===== src/rtl/four_one_tdm_pkg.sv =====
// Shared types and defaults for the 4:1 time-division multiplexer.
// Imported by the arbiter and the top level.
package four_one_tdm_pkg;

  localparam int NCH           = 4;
  localparam int W_DEF         = 8;
  localparam int MAX_BURST_DEF = 4;

  typedef enum logic {
    IDLE  = 1'b0,
    GRANT = 1'b1
  } state_e;

endpackage


===== src/rtl/four_one_tdm_mux_rr_arbiter4.sv =====
// Combinational round-robin pick: first requester at or after ptr, scanning
// upward modulo 4.
module rr_arbiter4
  import four_one_tdm_pkg::*;
(
  input  logic [3:0] req,
  input  logic [1:0] ptr,
  output logic [1:0] grant_idx,
  output logic       any
);

  logic [1:0] idx;

  // Walk from the farthest offset back to ptr so the nearest requester wins.
  always_comb begin
    grant_idx = ptr;
    idx       = '0;
    any       = |req;
    for (int k = NCH - 1; k >= 0; k--) begin
      idx = ptr + 2'(k);
      if (req[idx]) grant_idx = idx;
    end
  end

endmodule


===== src/rtl/four_one_tdm_mux.sv =====
// Four-channel to one serializer: round-robin grants with a burst cap and a
// single output register that sustains one beat per cycle.
module four_one_tdm_mux
  import four_one_tdm_pkg::*;
#(
  parameter int W         = W_DEF,
  parameter int MAX_BURST = MAX_BURST_DEF
) (
  input  logic           clk,
  input  logic           rst,
  input  logic [3:0]     in_valid,
  input  logic [4*W-1:0] in_data,
  output logic [3:0]     in_ready,
  output logic           out_valid,
  output logic [W-1:0]   out_data,
  output logic [1:0]     Sel,
  input  logic           out_ready
);

  localparam logic [3:0] MB = 4'(MAX_BURST);

  state_e         state_q;
  logic [1:0]     g_q;
  logic [1:0]     ptr_q;
  logic [3:0]     cnt_q;
  logic           out_valid_q;
  logic [W-1:0]   out_data_q;
  logic [1:0]     sel_q;

  logic [1:0]     arb_idx;
  logic           arb_any;
  logic           can_load;
  logic           xfer;
  logic [3:0]     cnt_d;
  logic [1:0]     ptr_d;

  rr_arbiter4 u_arb (
    .req       (in_valid),
    .ptr       (ptr_q),
    .grant_idx (arb_idx),
    .any       (arb_any)
  );

  assign can_load = !out_valid_q || out_ready;
  assign cnt_d    = cnt_q + 4'd1;
  assign ptr_d    = g_q + 2'd1;

  // in_ready is masked during reset so no beat is offered while state is discarded.
  always_comb begin
    in_ready = 4'b0000;
    if (!rst && state_q == GRANT && can_load) in_ready[g_q] = 1'b1;
  end

  assign xfer = in_valid[g_q] && in_ready[g_q];

  always_ff @(posedge clk) begin
    if (rst) begin
      state_q <= IDLE;
      g_q     <= '0;
      ptr_q   <= '0;
      cnt_q   <= '0;
    end else begin
      case (state_q)
        IDLE: begin
          if (arb_any) begin
            state_q <= GRANT;
            g_q     <= arb_idx;
            cnt_q   <= '0;
          end
        end
        GRANT: begin
          if (!in_valid[g_q]) begin
            state_q <= IDLE;
            ptr_q   <= ptr_d;
          end else if (xfer) begin
            cnt_q <= cnt_d;
            if (cnt_d == MB) begin
              state_q <= IDLE;
              ptr_q   <= ptr_d;
            end
          end
        end
        default: state_q <= IDLE;
      endcase
    end
  end

  // Output register: a load takes priority over a drain, giving no bubble.
  always_ff @(posedge clk) begin
    if (rst) begin
      out_valid_q <= 1'b0;
      out_data_q  <= '0;
      sel_q       <= 2'b00;
    end else if (xfer) begin
      out_valid_q <= 1'b1;
      out_data_q  <= in_data[g_q*W +: W];
      sel_q       <= g_q;
    end else if (out_ready) begin
      out_valid_q <= 1'b0;
    end
  end

  assign out_valid = out_valid_q;
  assign out_data  = out_data_q;
  assign Sel       = sel_q;

endmodule


===== config.mk =====
export PLATFORM = sky130hd
export DESIGN_NAME = four_one_tdm_mux
export DESIGN_NICKNAME = d
export VERILOG_FILES = /design/src/rtl/four_one_tdm_pkg.sv /design/src/rtl/four_one_tdm_mux_rr_arbiter4.sv /design/src/rtl/four_one_tdm_mux.sv
export SDC_FILE = /design/constraint.sdc
export NUM_CORES = 1
export LEC_CHECK = 0
export CAP_MARGIN = 0
export CORE_MARGIN = 4
export CORE_UTILIZATION = 38
export CTS_CLUSTER_DIAMETER = 100
export DETAILED_ROUTE_END_ITERATION = 8
export PLACE_DENSITY = 0.72
export SYNTH_ARGS = -nofsm -noshare
export SYNTH_HDL_FRONTEND = slang
export SYNTH_SLANG_ARGS = --single-unit
export TNS_END_PERCENT = 30

===== constraint.sdc =====
create_clock -name clk -period 2.6 [get_ports clk]
set_input_delay 0.26 -clock clk [delete_from_list [all_inputs] [get_ports clk]]
set_output_delay 0.26 -clock clk [all_outputs]
set_load 0.05 [all_outputs]

==> metrics.csv, run 1 <==
stage,metric,value,unit
run_status,status,finished clean,
grt,initial antenna violation count,0,
route,Routed WL per cell,13.83,um
grt,total grt overflow,0,
placement,routability cong.,0.8508,
sta,Final Hold Fails,0,
sta,Least-Margin Pin Slew,0.5155,ns
critical_path,reg2reg setup slack,0.51,ns
route,drt via density,5.103,
cts,CTS Hold Bufs,0,
cells_and_area,layout cells sized above 1,14.44,%
sta,headroom to the max-slew limit,65.53,%
sta,worst-case clock skew,0.008100,ns
synthesis,Synth Area in Adders,5.958,%
cts,TritonCTS clock tree,yes,
synthesis,Post-synth ARST share,0,%
sta,setup TNS,0,ns
cts,clock-pin slew on the worst setup and hold paths,0.12,ns
sta,RSZ-0062 raised after global routing,false,
synthesis,compound-gate portion of the synthesized area,9.930,%
synthesis,cells after synthesis,125,
critical_path,CP Launch Type,flip-flop,
synthesis,post-synthesis mux area share,27.51,%
cts,Resize count post-CTS,0,
critical_path,Crit Path Max Fanout,16,
floorplanning,Starting Density,40.60,%
route,ANT nets after route,0,
sta,minimum clock period,2.088,ns
cts,Sink Count,20,
grt,vias in the first global route,1157,
synthesis,"Seq/Total Area, Yosys",31.78,%
cts,Max Buffers Root-to-Sink,2,
floorplanning,num rows,20,
cells_and_area,Inserted Diodes,0,
synthesis,number of synthesized flops with an enable pin,0,
critical_path,Worst Path Arrival,2.31,ns
cells_and_area,nets,226,
synthesis,Synth Flop Type,dfxtp_1,
grt,largest net degree at the start of global routing,19,
critical_path,Setup CP Type,flip-flop to flip-flop,
sta,Hold WS,0.5052,ns
floorplanning,Vert. Die Dim,65.58,um
cells_and_area,P&R area growth vs syn,53.72,%
route,DRT Pass-1 Iters,4,
route,Vias,1143,
sta,count of pins over their slew limit,0,
route,post-route DRC violation count,0,
placement,Port-buffer cells,53,
route,final wirelength,3.099,mm
grt,first-pass GRT wire length,5.168,mm
cells_and_area,most frequent cells in the layout,"49 x clkdlybuf4s50_1, 20 x dfxtp_1, 13 x nor2_1",
cells_and_area,"Non-Filler Cell Area, Final",1937,um^2
min_path,Hold WC Path Type,flip-flop to flip-flop,
floorplanning,io pins,54,
flow_run,max_cap viols,0,
cts,clock insertion delay at the later pin of the skew report,0.30,ns
placement,DPL Wire Length,2.545,mm
synthesis,Synth Net Count,170,
floorplanning,Die X-Extent,65.58,um
power,pwr/cell area,446.4,nW/um^2
placement,DP Area,1884,um^2
cts,H-tree Lvls,1,
cts,Setup Buffers After CTS,0,
synthesis,Synth Warn #,0,
power,static leakage,0.7907,nW
synthesis,Seq cells post-synth,20,
critical_path,crit end category,flip-flop,
synthesis,simple-gate portion of the synthesized area,19.96,%
cells_and_area,"most common cell after layout, fill and taps aside",clkdlybuf4s50_1,
sta,FMAX,479.0,MHz
grt,gr usage total,15.25,%
route,Starting DRT DRC Count,39,
synthesis,"Cell Area, Synth",1260,um^2
floorplanning,die footprint,4301,um^2
synthesis,main combinational cell family by area after synthesis,multiplexers,
floorplanning,core area,3103,um^2
power,peak supply drop,0.3320,mV
critical_path,Worst Path Required,2.83,ns
cts,Root Buffer Master,clkbuf_4,
sta,Final Cycle Share,80.30,%
synthesis,Avg Inst Size Synth,10.08,um^2
cts,CTS buffer count,3,
synthesis,Synth Area in XOR/XNOR,0,%
sta,final setup violating endpoints,0,
synthesis,Yosys cell types,33,
power,final total power,0.0008647,W
[critical path, cell delays in order (launching register included)]
cell and delay (ns):
dfxtp_1 0.54, inv_1 0.11, ha_1 0.22, mux4_2 0.51
nand4_4 0.27, nand2_1 0.16, o221ai_1 0.20
[state kept, by name (all words and copies together), names as in the netlist]
register	cells
state_q	1
ptr_q	2
cnt_q	4
out_valid	1
Sel	2
out_data	8
g_q	2
[cells by family after synthesis]
| group | after synthesis |
|---|---|
| compound gates | 17 |
| fa+ha+maj | 6 |
| flops | 20 |
| buf+inv | 13 |
| mux | 22 |
| simple gates | 47 |
[worst paths after layout]
| kind | from | end | cells after the start |
|---|---|---|---|
| setup reg to reg | g_q[0] | cnt_q[3] | 6 |
| setup / recovery | g_q[0] | cnt_q[3] | 6 |
| hold reg to reg | cnt_q[2] | cnt_q[2] | 2 |
| hold / removal | cnt_q[2] | cnt_q[2] | 2 |
[per-stage QoR]
stage | utilization (%) | setup WS (ns) | instances
after detailed placement | 60.73 | 0.3798 | 220
final | 62.42 | 0.5122 | 224
after floorplan | - | 0.1979 | 125
after global placement | 60.73 | 0.4312 | 220
after global routing | 62.42 | 0.3475 | 224
after CTS | 62.42 | 0.4954 | 224
[synth_stat cells (2+ instances only)]
cell	count	area, um^2
nor2b_1	5	31.28
nand3_1	2	10.01
mux4_2	10	225.2
ha_1	6	75.07
clkbuf_1	4	15.01
a21oi_1	4	20.02
nor3b_1	2	15.01
o22ai_1	2	12.51
dfxtp_1	20	400.4
nor2_1	13	48.80
o21a_1	2	15.01
and3_1	7	43.79
mux2i_1	11	110.1
o221ai_1	2	17.52
nand2_1	10	37.54
nand2b_1	3	18.77
inv_1	6	22.52
[final cells by class]
type / instances / area, um^2
clock buffer: 3 / 22.52
clock inverter: 1 / 30.03
fill: 284 / 1166
inverter: 6 / 22.52
multi-input combinational: 92 / 798.3
sequential: 20 / 400.4
tap: 44 / 55.05
timing repair buffer: 58 / 608.1
[layer usage]
layer	GRT usage [%]	share of wire [%]	up-vias
met5	0	0	-
met4	2.332	0.48	0
met3	4.615	5.0	2
met2	26.55	53	28
met1	18.82	42	533
li1	-	-	580
[where the power goes]
group / internal (W) / switching (W) / total [W] / leakage (nW)
clock network: 0.000156 / 0.0000951 / 0.000251 / 0.0279
registers: 0.000323 / 0.0000167 / 0.000340 / 0.162
logic: 0.000151 / 0.000123 / 0.000274 / 0.600
Power figures use the tool's default switching activity.
==> run 2, diff against run 1 <==
Clock period 2.6 ns to 1.9 ns, I/O delays scaled along.
==> run 2 against run 1 <==
  * Fmax up 11%
  * Clock skew down 0.0016 ns
  * First-iteration DRC count rose to 2.6 times the previous value
  * Cell count up 6.3%
  * Largest power group unchanged
  * Sequential share of layout area down 1.4 points
==> metrics.csv, run 2 (synthesis gave the netlist of run 1 again) <==
stage,metric,value,unit,change
critical_path,Worst Path Required,2.10,ns,-0.73 ns
route,post-route DRC violation count,0,,unchanged
sta,Final Cycle Share,99.08,%,+19 points
floorplanning,die footprint,4301,um^2,unchanged
grt,first-pass GRT wire length,5.658,mm,+9.5%
flow_run,max_cap viols,0,,unchanged
cells_and_area,max reg flops,8,,unchanged
critical_path,slowest CP cell,mux4_2,,
route,ANT nets after route,0,,unchanged
placement,DPL Wire Length,2.864,mm,+13%
cts,Sink Count,20,,unchanged
floorplanning,Vert. Die Dim,65.58,um,unchanged
critical_path,Worst Path Arrival,2.08,ns,-0.23 ns
cts,H-tree Lvls,1,,unchanged
sta,RSZ-0062 raised after global routing,true,,
placement,Post-Place Setup Slack,-0.02593,ns,-0.4058 ns
route,final wirelength,3.472,mm,+12%
sta,FMAX,531.2,MHz,+11%
route,Routed WL per cell,14.59,um,+5.4%
floorplanning,io pins,54,,unchanged
cts,TritonCTS clock tree,yes,,
cts,CTS buffer count,3,,unchanged
grt,gr usage total,16.79,%,+1.5 points
route,Vias,1238,,+8.3%
power,peak supply drop,0.5370,mV,+62%
grt,total grt overflow,0,,unchanged
cts,Root Buffer Master,clkbuf_4,,
power,pwr/cell area,548.0,nW/um^2,+23%
sta,Hold WS,0.5018,ns,-0.003395 ns
floorplanning,num rows,20,,unchanged
critical_path,CP max stage delay,0.54,ns,about the same
sta,count of pins over their slew limit,0,,unchanged
placement,Port-buffer cells,53,,unchanged
power,final total power,0.001161,W,+34%
cts,Max Buffers Root-to-Sink,2,,unchanged
route,drt via density,5.202,,+1.9%
sta,worst setup margin,0.01751,ns,-0.4947 ns
cells_and_area,most frequent cells in the layout,"49 x clkdlybuf4s50_1, 18 x dfxtp_1, 17 x buf_4",,
critical_path,crit end category,flip-flop,,
placement,routability cong.,0.7695,,-9.6%
cts,clock-pin slew on the worst setup and hold paths,0.11,ns,about the same
route,DRT Pass-1 Iters,4,,unchanged
min_path,Hold WC Path Type,flip-flop to flip-flop,,
grt,largest net degree at the start of global routing,19,,unchanged
critical_path,CP Launch Type,flip-flop,,
placement,DP Area,2022,um^2,+7.3%
floorplanning,Die X-Extent,65.58,um,unchanged
floorplanning,Starting Density,40.60,%,unchanged
critical_path,Crit Path Max Fanout,7,,-9
route,Starting DRT DRC Count,103,,+160%
cts,clock insertion delay at the later pin of the skew report,0.30,ns,about the same
placement,placed insts,230,,+4.5%
cells_and_area,Non-Filler Instances,238,,+6.3%
cells_and_area,nets,240,,+6.2%
cells_and_area,"most common cell after layout, fill and taps aside",clkdlybuf4s50_1,,
grt,initial antenna violation count,0,,unchanged
power,static leakage,0.8622,nW,+9.0%
sta,worst-case clock skew,0.006539,ns,-0.001561 ns
sta,headroom to the max-slew limit,63.80,%,-1.7 points
critical_path,Setup CP Type,flip-flop to flip-flop,,
sta,Final Hold Fails,0,,unchanged
cells_and_area,Inserted Diodes,0,,unchanged
cells_and_area,"Non-Filler Cell Area, Final",2118,um^2,+9.4%
sta,minimum clock period,1.882,ns,-0.2053 ns
cells_and_area,P&R area growth vs syn,68.12,%,
critical_path,crit path cell chain,"buf_4, mux4_2, nand2b_1, o31ai_4, mux2_2",,
sta,final setup violating endpoints,0,,unchanged
grt,vias in the first global route,1237,,+6.9%
sta,Least-Margin Pin Slew,0.5397,ns,+0.02421 ns
cells_and_area,Fillers,255,,-10%
cells_and_area,layout cells sized above 1,25.77,%,+11 points
floorplanning,core area,3103,um^2,unchanged
run_status,status,finished clean,,
run 2: changes by cell type in the layout (fill, tap and decap cells not counted), moves of 2 or more:
cell,delta
buf_12,+2
buf_4,+12
dfxtp_1,-2
dfxtp_4,+2
ha_1,-2
ha_4,+2
inv_1,-2
mux2i_1,-2
mux2i_2,+2
run 2: worst paths after layout:
check | depth (start not counted) | slack, ns | to | from
worst max register to register | 5 | 0.02 | ptr_q[0] | g_q[0]
worst max-delay path | 5 | 0.02 | ptr_q[0] | g_q[0]
worst min-delay path | 2 | 0.50 | cnt_q[2] | cnt_q[2]
worst min register to register | 2 | 0.50 | cnt_q[2] | cnt_q[2]
run 2: final cells by class:
class                      instances  area, um^2  area share [%]
inverter                           6       32.53           1.536
multi-input combinational         92       848.3           40.05
clock buffer                       4       36.28           1.713
timing repair buffer              72       738.2           34.85
tap                               44       55.05           2.599
sequential                        20       407.9           19.26
run 2: power breakdown:
group,switching [W],internal [W],leakage [nW]
clock network,0.000130,0.000117,0.0210
registers,0.0000243,0.000443,0.164
logic,0.000195,0.000251,0.677
run 2: what timing repair did:
item                                    in CTS  in global routing
pin swaps                                    0                  3
endpoints found under the setup margin       1                  8
resized for setup                            1                  6
hold buffers                                 0                  0
endpoints found under the hold margin        0                  0
setup buffers                                0                  4
run 2: metal layers:
layer  track usage (%)  up-vias  wire length (um)
met4             4.922        0                36
met5                 0        -                 0
met2             29.33       32              1851
li1                  -      600                 -
met3             3.419        2               160
met1             20.73      604              1425
run 2: per-stage QoR:
step	util (%)	TNS (ns)
5_1_grt	68.27	-0.02937
3_3_place_gp	65.16	0
6_report	68.27	0
4_1_cts	66.41	0
2_1_floorplan	-	-0.3856
3_5_place_dp	65.16	-0.02593
run 2: critical path, delay by kind of cell, from the launching register on:
kind	cells	cell delay (ns)
AOI/OAI and AO/OA	1	0.09
muxes	2	0.90
DFF	1	0.43
buffers and inverters	1	0.13
and+or+nand+nor	1	0.22
